[config.mk]
export PLATFORM = sky130hd
export DESIGN_NAME = escalonador_elevador
export DESIGN_NICKNAME = d
export VERILOG_FILES = /design/src/rtl/elevador_pkg.sv /design/src/rtl/temporizador_porta.sv /design/src/rtl/escalonador_elevador.sv
export SDC_FILE = /design/constraint.sdc
export NUM_CORES = 1
export LEC_CHECK = 0
export CAP_MARGIN = 20
export CELL_PAD_IN_SITES_DETAIL_PLACEMENT = 1
export CELL_PAD_IN_SITES_GLOBAL_PLACEMENT = 1
export CORE_UTILIZATION = 45
export DETAILED_ROUTE_END_ITERATION = 8
export GPL_TIMING_DRIVEN = 0
export PLACE_DENSITY_LB_ADDON = 0.1
export SLEW_MARGIN = 40
export SYNTH_ARGS = -nofsm -noshare
export SYNTH_HDL_FRONTEND = slang
export SYNTH_HIERARCHICAL = 1
export SYNTH_SLANG_ARGS = --single-unit
export TNS_END_PERCENT = 50
[constraint.sdc]
create_clock -name clock -period 7.8 [get_ports clock]
set_clock_uncertainty 0.05 [all_clocks]
set_input_delay 1.56 -clock clock [delete_from_list [all_inputs] [get_ports clock]]
set_output_delay 1.56 -clock clock [all_outputs]
set_load 0.03 [all_outputs]
[src/rtl/elevador_pkg.sv]
// Shared definitions for the elevator trip controller.
//   estado_t          : trip FSM states
//   DIR_SOBE/DIR_DESCE: encoding of the direcao output
//   *_DEF             : default building geometry and timing
package elevador_pkg;

    typedef enum logic [1:0] {
        PARADO       = 2'd0,
        SUBINDO      = 2'd1,
        DESCENDO     = 2'd2,
        PORTA_ABERTA = 2'd3
    } estado_t;

    localparam logic DIR_SOBE  = 1'b1;
    localparam logic DIR_DESCE = 1'b0;

    localparam int N_ANDARES_DEF = 16;
    localparam int W_ANDAR_DEF   = 4;
    localparam int ANDAR_RES_DEF = 6;
    localparam int T_VIAGEM_DEF  = 1;
    localparam int T_PORTA_DEF   = 4;

endpackage

[src/rtl/temporizador_porta.sv]
// Door hold-open timer: loadable down-counter.
//   clock   : system clock, rising edge
//   clear   : synchronous active-high reset (counter to 0)
//   carga   : load T_PORTA (door just opened)
//   segura  : reload T_PORTA (hold request while the door is open)
//   expirou : counter is on its last cycle; the door may close on this edge
//             unless a hold is present
module temporizador_porta #(
    parameter int T_PORTA = 4
) (
    input  logic clock,
    input  logic clear,
    input  logic carga,
    input  logic segura,
    output logic expirou
);

    localparam int W_CONT = $clog2(T_PORTA + 1);
    localparam logic [W_CONT-1:0] CONT_CARGA = W_CONT'(T_PORTA);
    localparam logic [W_CONT-1:0] CONT_UM    = W_CONT'(1);
    localparam logic [W_CONT-1:0] CONT_ZERO  = {W_CONT{1'b0}};

    logic [W_CONT-1:0] r_cont;

    // Down-counter: reload on open or hold, otherwise count towards zero
    always_ff @(posedge clock) begin
        if (clear) begin
            r_cont <= CONT_ZERO;
        end else if (carga || segura) begin
            r_cont <= CONT_CARGA;
        end else if (r_cont != CONT_ZERO) begin
            r_cont <= r_cont - CONT_UM;
        end else begin
            r_cont <= r_cont;
        end
    end

    // Closing on the edge where the count leaves 1 keeps the door open
    // exactly T_PORTA cycles after the last load.
    assign expirou = (r_cont <= CONT_UM);

endmodule

[src/rtl/escalonador_elevador.sv]
// Central trip controller for a multi-floor elevator.
// Latches qualified calls, runs a SCAN policy, moves one floor every
// T_VIAGEM cycles, stops at pending floors and times the door.
//   clock, clear   : clock and synchronous active-high reset
//   botoes         : call buttons (level), one per floor
//   cartao_acesso  : residential pass, qualifies same-cycle presses >= ANDAR_RES
//   sensor/segurar : door presence sensor / hold button, keep the door open
//   pendentes      : latched calls (button LEDs)
//   andar_atual    : current floor
//   direcao        : 1 = up, 0 = down (last or active direction)
//   movendo        : cabin travelling
//   porta_aberta   : door open
//   chegou         : one-cycle pulse when the cabin stops at a served floor
module escalonador_elevador
    import elevador_pkg::*;
#(
    parameter int N_ANDARES = N_ANDARES_DEF,
    parameter int W_ANDAR   = W_ANDAR_DEF,
    parameter int ANDAR_RES = ANDAR_RES_DEF,
    parameter int T_VIAGEM  = T_VIAGEM_DEF,
    parameter int T_PORTA   = T_PORTA_DEF
) (
    input  logic                 clock,
    input  logic                 clear,
    input  logic [N_ANDARES-1:0] botoes,
    input  logic                 cartao_acesso,
    input  logic                 sensor,
    input  logic                 segurar,
    output logic [N_ANDARES-1:0] pendentes,
    output logic [W_ANDAR-1:0]   andar_atual,
    output logic                 direcao,
    output logic                 movendo,
    output logic                 porta_aberta,
    output logic                 chegou
);

    localparam int W_VIAGEM = (T_VIAGEM > 1) ? $clog2(T_VIAGEM) : 1;
    localparam logic [W_VIAGEM-1:0]  VIAGEM_FIM   = W_VIAGEM'(T_VIAGEM - 1);
    localparam logic [W_VIAGEM-1:0]  VIAGEM_UM    = W_VIAGEM'(1);
    localparam logic [W_VIAGEM-1:0]  VIAGEM_ZERO  = {W_VIAGEM{1'b0}};
    localparam logic [W_ANDAR-1:0]   ANDAR_MAX    = W_ANDAR'(N_ANDARES - 1);
    localparam logic [W_ANDAR-1:0]   ANDAR_MIN    = {W_ANDAR{1'b0}};
    localparam logic [W_ANDAR-1:0]   ANDAR_UM     = W_ANDAR'(1);
    localparam logic [N_ANDARES-1:0] SEM_CHAMADAS = {N_ANDARES{1'b0}};

    estado_t               r_estado;
    logic [N_ANDARES-1:0]  r_pend;
    logic [W_ANDAR-1:0]    r_andar;
    logic                  r_dir;
    logic                  r_movendo;
    logic                  r_porta;
    logic                  r_chegou;
    logic [W_VIAGEM-1:0]   r_viagem;
    // Calls register was empty one edge ago: every current call arrived together
    logic                  r_ocioso;

    logic [N_ANDARES-1:0]  w_qual;
    logic [N_ANDARES-1:0]  w_limpa;
    logic [N_ANDARES-1:0]  w_pend_prox;
    logic [W_ANDAR-1:0]    w_andar_cima;
    logic [W_ANDAR-1:0]    w_andar_baixo;
    logic                  w_acima;
    logic                  w_abaixo;
    logic                  w_acima_prox;
    logic                  w_abaixo_prox;
    logic                  w_pend_cima;
    logic                  w_pend_baixo;
    logic                  w_abre_aqui;
    logic                  w_segura;
    logic                  w_segura_porta;
    logic                  w_pode_subir;
    logic                  w_pode_descer;
    logic                  w_fim_viagem;
    logic                  w_carga;
    logic                  w_porta_expirou;

    // Presses qualified by the residential access card
    always_comb begin
        w_qual = SEM_CHAMADAS;
        for (int i = 0; i < N_ANDARES; i++) begin
            w_qual[i] = botoes[i] & ((i < ANDAR_RES) | cartao_acesso);
        end
    end

    assign w_andar_cima  = r_andar + ANDAR_UM;
    assign w_andar_baixo = r_andar - ANDAR_UM;
    assign w_pode_subir  = (r_andar != ANDAR_MAX);
    assign w_pode_descer = (r_andar != ANDAR_MIN);
    assign w_fim_viagem  = (r_viagem == VIAGEM_FIM);
    assign w_pend_cima   = r_pend[w_andar_cima];
    assign w_pend_baixo  = r_pend[w_andar_baixo];
    assign w_abre_aqui   = r_pend[r_andar] | w_qual[r_andar];
    assign w_segura      = sensor | segurar | w_qual[r_andar];
    assign w_segura_porta = (r_estado == PORTA_ABERTA) & w_segura;

    // Pending calls strictly above/below the current floor and beyond the neighbour floors
    always_comb begin
        w_acima       = 1'b0;
        w_abaixo      = 1'b0;
        w_acima_prox  = 1'b0;
        w_abaixo_prox = 1'b0;
        for (int i = 0; i < N_ANDARES; i++) begin
            w_acima       = w_acima       | (r_pend[i] & (W_ANDAR'(i) > r_andar));
            w_abaixo      = w_abaixo      | (r_pend[i] & (W_ANDAR'(i) < r_andar));
            w_acima_prox  = w_acima_prox  | (r_pend[i] & (W_ANDAR'(i) > w_andar_cima));
            w_abaixo_prox = w_abaixo_prox | (r_pend[i] & (W_ANDAR'(i) < w_andar_baixo));
        end
    end

    // Door-open request this edge and which call bit gets served
    always_comb begin
        w_carga = 1'b0;
        w_limpa = SEM_CHAMADAS;
        case (r_estado)
            PARADO: begin
                // a press at the current floor opens the door instead of latching
                w_carga          = w_abre_aqui;
                w_limpa[r_andar] = 1'b1;
            end
            SUBINDO: begin
                if (w_pode_subir && w_fim_viagem && w_pend_cima) begin
                    w_carga               = 1'b1;
                    w_limpa[w_andar_cima] = 1'b1;
                end else begin
                    w_carga = 1'b0;
                end
            end
            DESCENDO: begin
                if (w_pode_descer && w_fim_viagem && w_pend_baixo) begin
                    w_carga                = 1'b1;
                    w_limpa[w_andar_baixo] = 1'b1;
                end else begin
                    w_carga = 1'b0;
                end
            end
            PORTA_ABERTA: begin
                w_limpa[r_andar] = 1'b1;
            end
            default: begin
                w_carga = 1'b0;
            end
        endcase
    end

    assign w_pend_prox = (r_pend | w_qual) & ~w_limpa;

    temporizador_porta #(
        .T_PORTA (T_PORTA)
    ) u_temporizador_porta (
        .clock   (clock),
        .clear   (clear),
        .carga   (w_carga),
        .segura  (w_segura_porta),
        .expirou (w_porta_expirou)
    );

    // Trip FSM: call register, floor, direction, travel counter and status outputs
    always_ff @(posedge clock) begin
        if (clear) begin
            r_estado  <= PARADO;
            r_pend    <= SEM_CHAMADAS;
            r_andar   <= ANDAR_MIN;
            r_dir     <= DIR_SOBE;
            r_movendo <= 1'b0;
            r_porta   <= 1'b0;
            r_chegou  <= 1'b0;
            r_viagem  <= VIAGEM_ZERO;
            r_ocioso  <= 1'b1;
        end else begin
            r_pend   <= w_pend_prox;
            r_ocioso <= (r_pend == SEM_CHAMADAS);
            r_chegou <= 1'b0;
            case (r_estado)
                PARADO: begin
                    r_viagem <= VIAGEM_ZERO;
                    if (w_abre_aqui) begin
                        r_estado  <= PORTA_ABERTA;
                        r_porta   <= 1'b1;
                        r_movendo <= 1'b0;
                        r_chegou  <= 1'b1;
                    end else if (w_acima && ((r_dir == DIR_SOBE) || !w_abaixo || r_ocioso)) begin
                        // simultaneous first calls on both sides resolve upwards
                        r_estado  <= SUBINDO;
                        r_dir     <= DIR_SOBE;
                        r_movendo <= 1'b1;
                        r_porta   <= 1'b0;
                    end else if (w_abaixo) begin
                        r_estado  <= DESCENDO;
                        r_dir     <= DIR_DESCE;
                        r_movendo <= 1'b1;
                        r_porta   <= 1'b0;
                    end else begin
                        r_estado  <= PARADO;
                        r_movendo <= 1'b0;
                        r_porta   <= 1'b0;
                    end
                end
                SUBINDO: begin
                    if (!w_pode_subir) begin
                        r_estado  <= PARADO;
                        r_movendo <= 1'b0;
                        r_viagem  <= VIAGEM_ZERO;
                    end else if (!w_fim_viagem) begin
                        r_viagem <= r_viagem + VIAGEM_UM;
                    end else begin
                        r_viagem <= VIAGEM_ZERO;
                        r_andar  <= w_andar_cima;
                        if (w_pend_cima) begin
                            r_estado  <= PORTA_ABERTA;
                            r_porta   <= 1'b1;
                            r_movendo <= 1'b0;
                            r_chegou  <= 1'b1;
                        end else if (w_acima_prox) begin
                            r_estado <= SUBINDO;
                        end else begin
                            r_estado  <= PARADO;
                            r_movendo <= 1'b0;
                        end
                    end
                end
                DESCENDO: begin
                    if (!w_pode_descer) begin
                        r_estado  <= PARADO;
                        r_movendo <= 1'b0;
                        r_viagem  <= VIAGEM_ZERO;
                    end else if (!w_fim_viagem) begin
                        r_viagem <= r_viagem + VIAGEM_UM;
                    end else begin
                        r_viagem <= VIAGEM_ZERO;
                        r_andar  <= w_andar_baixo;
                        if (w_pend_baixo) begin
                            r_estado  <= PORTA_ABERTA;
                            r_porta   <= 1'b1;
                            r_movendo <= 1'b0;
                            r_chegou  <= 1'b1;
                        end else if (w_abaixo_prox) begin
                            r_estado <= DESCENDO;
                        end else begin
                            r_estado  <= PARADO;
                            r_movendo <= 1'b0;
                        end
                    end
                end
                PORTA_ABERTA: begin
                    r_viagem <= VIAGEM_ZERO;
                    if (w_segura) begin
                        r_estado <= PORTA_ABERTA;
                    end else if (w_porta_expirou) begin
                        r_estado <= PARADO;
                        r_porta  <= 1'b0;
                    end else begin
                        r_estado <= PORTA_ABERTA;
                    end
                end
                default: begin
                    r_estado  <= PARADO;
                    r_movendo <= 1'b0;
                    r_porta   <= 1'b0;
                    r_viagem  <= VIAGEM_ZERO;
                end
            endcase
        end
    end

    assign pendentes    = r_pend;
    assign andar_atual  = r_andar;
    assign direcao      = r_dir;
    assign movendo      = r_movendo;
    assign porta_aberta = r_porta;
    assign chegou       = r_chegou;

endmodule

==> results of run 1 <==
-- cell usage in the layout, fill, tap and decap left out, drive strengths merged, types with 4 or more instances in the layout --
cell type      Yosys  final
a2111oi           16     16
a211oi             6      6
a21boi             5      5
a21oi             29     29
a221oi             4      4
a22oi              4      4
a32oi             19     19
and2               7      7
and3               5      5
buf               17     17
clkbuf            24     31
clkdlybuf4s50      0     44
dfxtp             30     30
ha                16     16
inv               15     15
mux2               4      4
mux2i             10     10
mux4              13     13
nand2             12     12
nand2b            11     11
nand3              8      8
nor2              51     51
nor2b              9      9
nor3               6      6
o21ai             15     15
o22ai              5      5
o31ai              4      4
xnor2              8      8
-- registers in the layout, indices dropped and copies added (netlist names), 2 cells and up --
signal and flops:
pendentes 16, u_temporizador_porta/r_cont 3, andar_atual 4, r_estado 2
-- cell families after synthesis --
family	after synthesis	share of synthesized area
adders and majority gates	16	0.06135
AOI/OAI and AO/OA	140	0.3267
muxes	27	0.1342
DFF	30	0.1841
buffers and inverters	56	0.07093
and+or+nand+nor	122	0.1936
xor gates and xnor gates	10	0.02914
-- critical path, cell delays in order, from the launching register on --
cell and delay (ns):
dfxtp_1 0.55, buf_2 0.30, buf_1 0.46, inv_1 0.29, ha_1 0.37, buf_2 0.21
buf_2 0.30, mux4_2 0.36, mux2_2 0.28, a221o_2 0.48, a21oi_1 0.18, a21oi_1 0.13
or3_1 0.43, a211oi_2 0.15
-- routing by layer --
layer | GRT usage | part of all wire | up-vias | wire [µm]
met3 | 0.04550 | 0.087 | 50 | 1220
met1 | 0.5292 | 0.41 | 1873 | 5670
met4 | 0.1639 | 0.037 | 0 | 512
met5 | 0 | 0 | - | 0
li1 | - | - | 1641 | -
met2 | 0.6235 | 0.47 | 266 | 6549
-- how the worst min path moves through the flow --
stage,startpoint,endpoint,cells after the start
2_1_floorplan,u_temporizador_porta/r_cont[1],u_temporizador_porta/r_cont[1],2
3_3_place_gp,movendo,movendo,2
3_5_place_dp,movendo,movendo,2
4_1_cts,movendo,movendo,2
5_1_grt,movendo,movendo,2
6_report,movendo,movendo,2
-- layout make-up --
class,count,share of cell area
sequential,30,0.1534
clock buffer,7,0.02205
timing repair buffer,44,0.1125
inverter,15,0.01438
multi-input combinational,315,0.6210
tap,96,0.03068
buffer,41,0.04474
clock inverter,1,0.001278
-- power groups by stage --
stage | sequential (mW) | combinational (mW) | clock (mW)
after CTS | 0.226 | 0.945 | 0.140
after global placement | 0.228 | 0.914 | 0
after global routing | 0.231 | 1.04 | 0.148
after detailed placement | 0.229 | 0.938 | 0
final | 0.227 | 0.979 | 0.139
after floorplan | 0.267 | 0.610 | 0
==> key figures, run 1 <==
Outcome
  – Status: complete, no violations

Synthesis
  – Async SR Flop Fraction: 0
  – Flops & latches, synth: 30
  – Cells after synthesis: 401
  – Top-count cell post-synth: nor2_1
  – Syn Area/Cell: 8.137 µm²
  – Top cells by area, synth: dfxtp_1 (18%), mux4_2 (9.0%), ha_1 (6.1%), nor2_1 (5.8%), a32oi_1 (5.1%)
  – Synth warn: 6
  – Synth top area share: 0.1840
  – Register area share after synthesis: 0.1840
  – Post-synth top area cell: dfxtp_1
  – Ys flop type: dfxtp_1
  – Synth unique cells: 68
  – Post-Syn Area: 3263 µm²
  – Post-synth EDFFs: 0
  – Top cells by count, synth: nor2_1 (50), dfxtp_1 (30), a21oi_1 (29)
  – Syn nets: 438

Clock network
  – Longest Clk Path Bufs: 2
  – Setup Fix Bufs, Post-CTS: 0
  – Htree depth: 2
  – TritonCTS buffer count: 5
  – Clock sinks: 30
  – Worst skew pair latency: 0.30 ns
  – CTS tree: done
  – CTS clk-pin slew, worst paths: 0.07 ns
  – CTS Hold Bufs: 0
  – Root buf cell: clkbuf_8
  – Post-CTS Resized: 0

STA
  – WHS: 0.4229 ns
  – Maximum clock frequency: 217.1 MHz
  – Max Slew Vio Count: 0
  – Final period util: 0.5906
  – Final setup violation count: 0
  – Minimum clock period: 4.607 ns
  – Setup Total Neg Slack: 0 ns
  – Unrepaired setup endpoints after global routing: false
  – Endpoints failing hold: 0
  – Slew @ Worst Pin: 0.6967 ns
  – Worst setup margin: 3.193 ns
  – Max_slew headroom: 0.5322

Floorplanning
  – Die X-Extent: 87.16 µm
  – IO Pins: 45
  – Die Y-Extent: just under 90 µm
  – Starting Density: 0.4725
  – Die area: 7596 µm²
  – Rows: 30
  – Core area: 6907 µm²

Cells and area
  – N_diodes: 0
  – Sequential cell area: 600.6 µm²
  – Number of nets in the layout: 489
  – Multi-input gate area: 2431 µm²
  – Layout Cells excl Fill: 549
  – Area Growth Syn to Fin: 19.98%
  – Fillers: between 800 and 900
  – Share of cells above drive strength 1: 0.1170
  – Final core utilization: 0.5668
  – Post-route cell area: around 3900 µm²

Power
  – Total power: about 1.3 mW
  – Share of power burned in registers: 0.169
  – Power share of the combinational group: 0.728
  – Int Power: around 610 µW
  – NetSw: 729.7 µW
  – Clock power frac: 0.103
  – PD cells: 343.4 nW/µm²
  – Sw Ratio: 0.5428
  – Leak Pwr: between 1 and 1.5 nW
  – Worst IR Drop VDD: 0.0001509 V

Placed design
  – Placer Congestion: 0.9528
  – Dpl cell area: approximately 3800 µm²
  – Input/output buffers: 44
  – DP HPWL: between 10 and 15 mm
  – Total placed cells including tap cells: 541
  – Worst slack at placement: between 3 and 4 ns

Setup path
  – Critical path required time: 7.97 ns
  – Worst EP arrival: approximately 4.8 ns
  – Origin of the critical flop-to-flop path: andar_atual[1]
  – Worst Path Max Fanout: 10
  – Worst Setup End Kind: register
  – Worst R2R End: u_temporizador_porta/r_cont[1]
  – Critical path type: reg -> reg
  – Reg-to-reg slack, setup: 3.19 ns
  – R2R depth: 13
  – Worst Setup Start Kind: register
  – Worst setup startpoint: andar_atual[1]
  – Critical Path Sink: u_temporizador_porta/r_cont[1]

Global route
  – Gr ovfl total: 0
  – GRT Overall Usage: 0.3888
  – Vias in the first global route: 3812
  – Largest net degree at the start of global routing: 11
  – Initial antenna violation count: 0
  – First-pass GRT wire length: 21.85 mm

Route
  – Routed WL per cell: 25.42 µm
  – Final wirelength: around 14 mm
  – Post-route DRC: 0
  – Vias: around 3800
  – Pre-Repair DR Iteration Count: 5
  – 1st-iter DRT viols: 480
  – Drt via density: 6.976
  – Routed Antenna Nets: 0

Job
  – Maxcap violations: 0

Min path
  – HP Class: reg -> reg
No activity file was read; power rests on OpenSTA's default activity.
==> run 2, diff against run 1 <==
- CORE_UTILIZATION: 45 -> 42
- clock period: 7.8 -> 4.6 ns (I/O delays scaled with it)
==> key figures, run 2 (synthesized netlist as in run 1, its figures left out) <==
STA
  – Minimum clock period: 4.339 ns
  – Max_slew headroom: 0.5259
  – Setup Total Neg Slack: 0 ns
  – Slew @ Worst Pin: roughly 0.7 ns
  – Endpoints failing hold: 0
  – Worst setup margin: 0.2615 ns
  – Maximum clock frequency: 230.5 MHz
  – Max Slew Vio Count: 0
  – Unrepaired setup endpoints after global routing: false
  – Final period util: 0.9432
  – Final setup violation count: 0

Cells and area
  – Fillers: 923
  – Max reg flops: 16
  – Commonest non-fill, non-tap cell in the layout: nor2_1
  – Share of cells above drive strength 1: 0.1195
  – Sequential cell area: 600.6 µm²
  – Commonest cells after routing, fill and taps aside: nor2_1 (50), clkdlybuf4s50_1 (44), dfxtp_1 (30)
  – Multi-input gate area: 2431 µm²
  – Layout Cells excl Fill: 551
  – Post-route cell area: roughly 4000 µm²
  – N_diodes: 0
  – Number of nets in the layout: a little under 500
  – Area Growth Syn to Fin: 20.09%

Placed design
  – Dpl cell area: 3827 µm²
  – DP HPWL: between 10 and 15 mm
  – Worst slack at placement: 0.1094 ns
  – Total placed cells including tap cells: 544
  – Input/output buffers: 44
  – Placer Congestion: 0.9560

Setup path
  – Reg-to-reg slack, setup: between 0.2 and 0.3 ns
  – Worst R2R End: pendentes[8]
  – Worst Path Max Fanout: 10
  – Critical Path Sink: pendentes[8]
  – R2R depth: 12
  – Critical path type: reg -> reg
  – Worst Setup End Kind: register
  – Critical path required time: 4.79 ns
  – Worst EP arrival: approximately 4.5 ns
  – Origin of the critical flop-to-flop path: andar_atual[0]
  – Worst setup startpoint: andar_atual[0]
  – Worst Setup Start Kind: register

Floorplanning
  – Starting Density: 0.4428
  – Rows: 31
  – Die X-Extent: around 90 µm
  – Die area: 8126 µm²
  – Die Y-Extent: 90.15 µm
  – IO Pins: 45
  – Core area: ~7400 µm²

Route
  – Pre-Repair DR Iteration Count: 5
  – Final wirelength: 13.95 mm
  – Vias: 3818
  – 1st-iter DRT viols: ~420
  – Drt via density: 6.929
  – Routed WL per cell: 25.32 µm
  – Post-route DRC: 0
  – Routed Antenna Nets: 0

Clock network
  – Root buf cell: clkbuf_8
  – Htree depth: 2
  – Post-CTS Resized: 0
  – CTS tree: done
  – TritonCTS buffer count: 5
  – CTS Hold Bufs: 0
  – Clock sinks: 30
  – Worst skew pair latency: 0.30 ns
  – Longest Clk Path Bufs: 2
  – Setup Fix Bufs, Post-CTS: 0
  – CTS clk-pin slew, worst paths: 0.08 ns

Global route
  – GRT Overall Usage: 0.3511
  – First-pass GRT wire length: 21.94 mm
  – Gr ovfl total: 0
  – Vias in the first global route: 3954
  – Largest net degree at the start of global routing: 11
  – Initial antenna violation count: 0

Outcome
  – Status: complete, no violations

Power
  – Worst IR Drop VDD: 0.0002366 V
  – Leak Pwr: 1.380 nW
  – PD cells: 582.7 nW/µm²

Job
  – Maxcap violations: 0

Min path
  – HP Class: reg -> reg
-- run 2: changes by cell type in the layout (fill, tap and decap cells not counted), sizes merged --
cell / before / now
clkbuf: 31 / 30
buf: 17 / 16
clkinvlp: 0 / 1
-- run 2: layout make-up --
cell class                 count  share of cell area
multi-input combinational    315              0.6204
buffer                        40             0.04374
timing repair buffer          44              0.1124
clock inverter                 2            0.003193
tap                           99             0.03161
clock buffer                   6             0.02107
inverter                      15             0.01437
sequential                    30              0.1533
-- run 2: per-layer routing --
metal,track usage,vias up,part of all wire
met5,0,-,0
met4,0.2177,0,0.059
met3,0.06853,67,0.097
met2,0.5388,258,0.44
met1,0.4519,1858,0.40
li1,-,1635,-
-- run 2: worst max-delay path, stage by stage (launching register included) --
cell and delay (ns):
dfxtp_1 0.58, buf_6 0.23, buf_2 0.32, inv_1 0.26, ha_1 0.36, buf_2 0.18
buf_2 0.30, mux4_2 0.35, mux2_2 0.27, a221o_2 0.48, and3_4 0.24, a311oi_1 0.45
o21a_1 0.20
-- run 2: power breakdown --
group	leakage (nW)	internal [mW]	switching, mW
Combinational	1.08	0.599	1.06
Clock	0.0472	0.120	0.119
Sequential	0.249	0.321	0.0668
Total	1.38	1.04	1.24
-- run 2: how the worst min path moves through the flow --
| stage | start | to | slack (ns) | cells past startpoint |
|---|---|---|---|---|
| floorplan | u_temporizador_porta/r_cont[1] | u_temporizador_porta/r_cont[1] | 0.45 | 2 |
| global placement | movendo | movendo | 0.40 | 2 |
| detailed placement | movendo | movendo | 0.41 | 2 |
| CTS | movendo | movendo | 0.42 | 2 |
| global route | movendo | movendo | 0.46 | 2 |
| finish | movendo | movendo | 0.42 | 2 |
-- run 2: per-stage QoR --
stage,hold WS [ns],util,total power [mW]
floorplan,0.4544,-,1.487
global placement,0.3960,0.5194,1.954
detailed placement,0.4091,0.5194,1.991
CTS,0.4224,0.5323,2.236
global route,0.4642,0.5317,2.407
finish,0.4180,0.5317,2.284
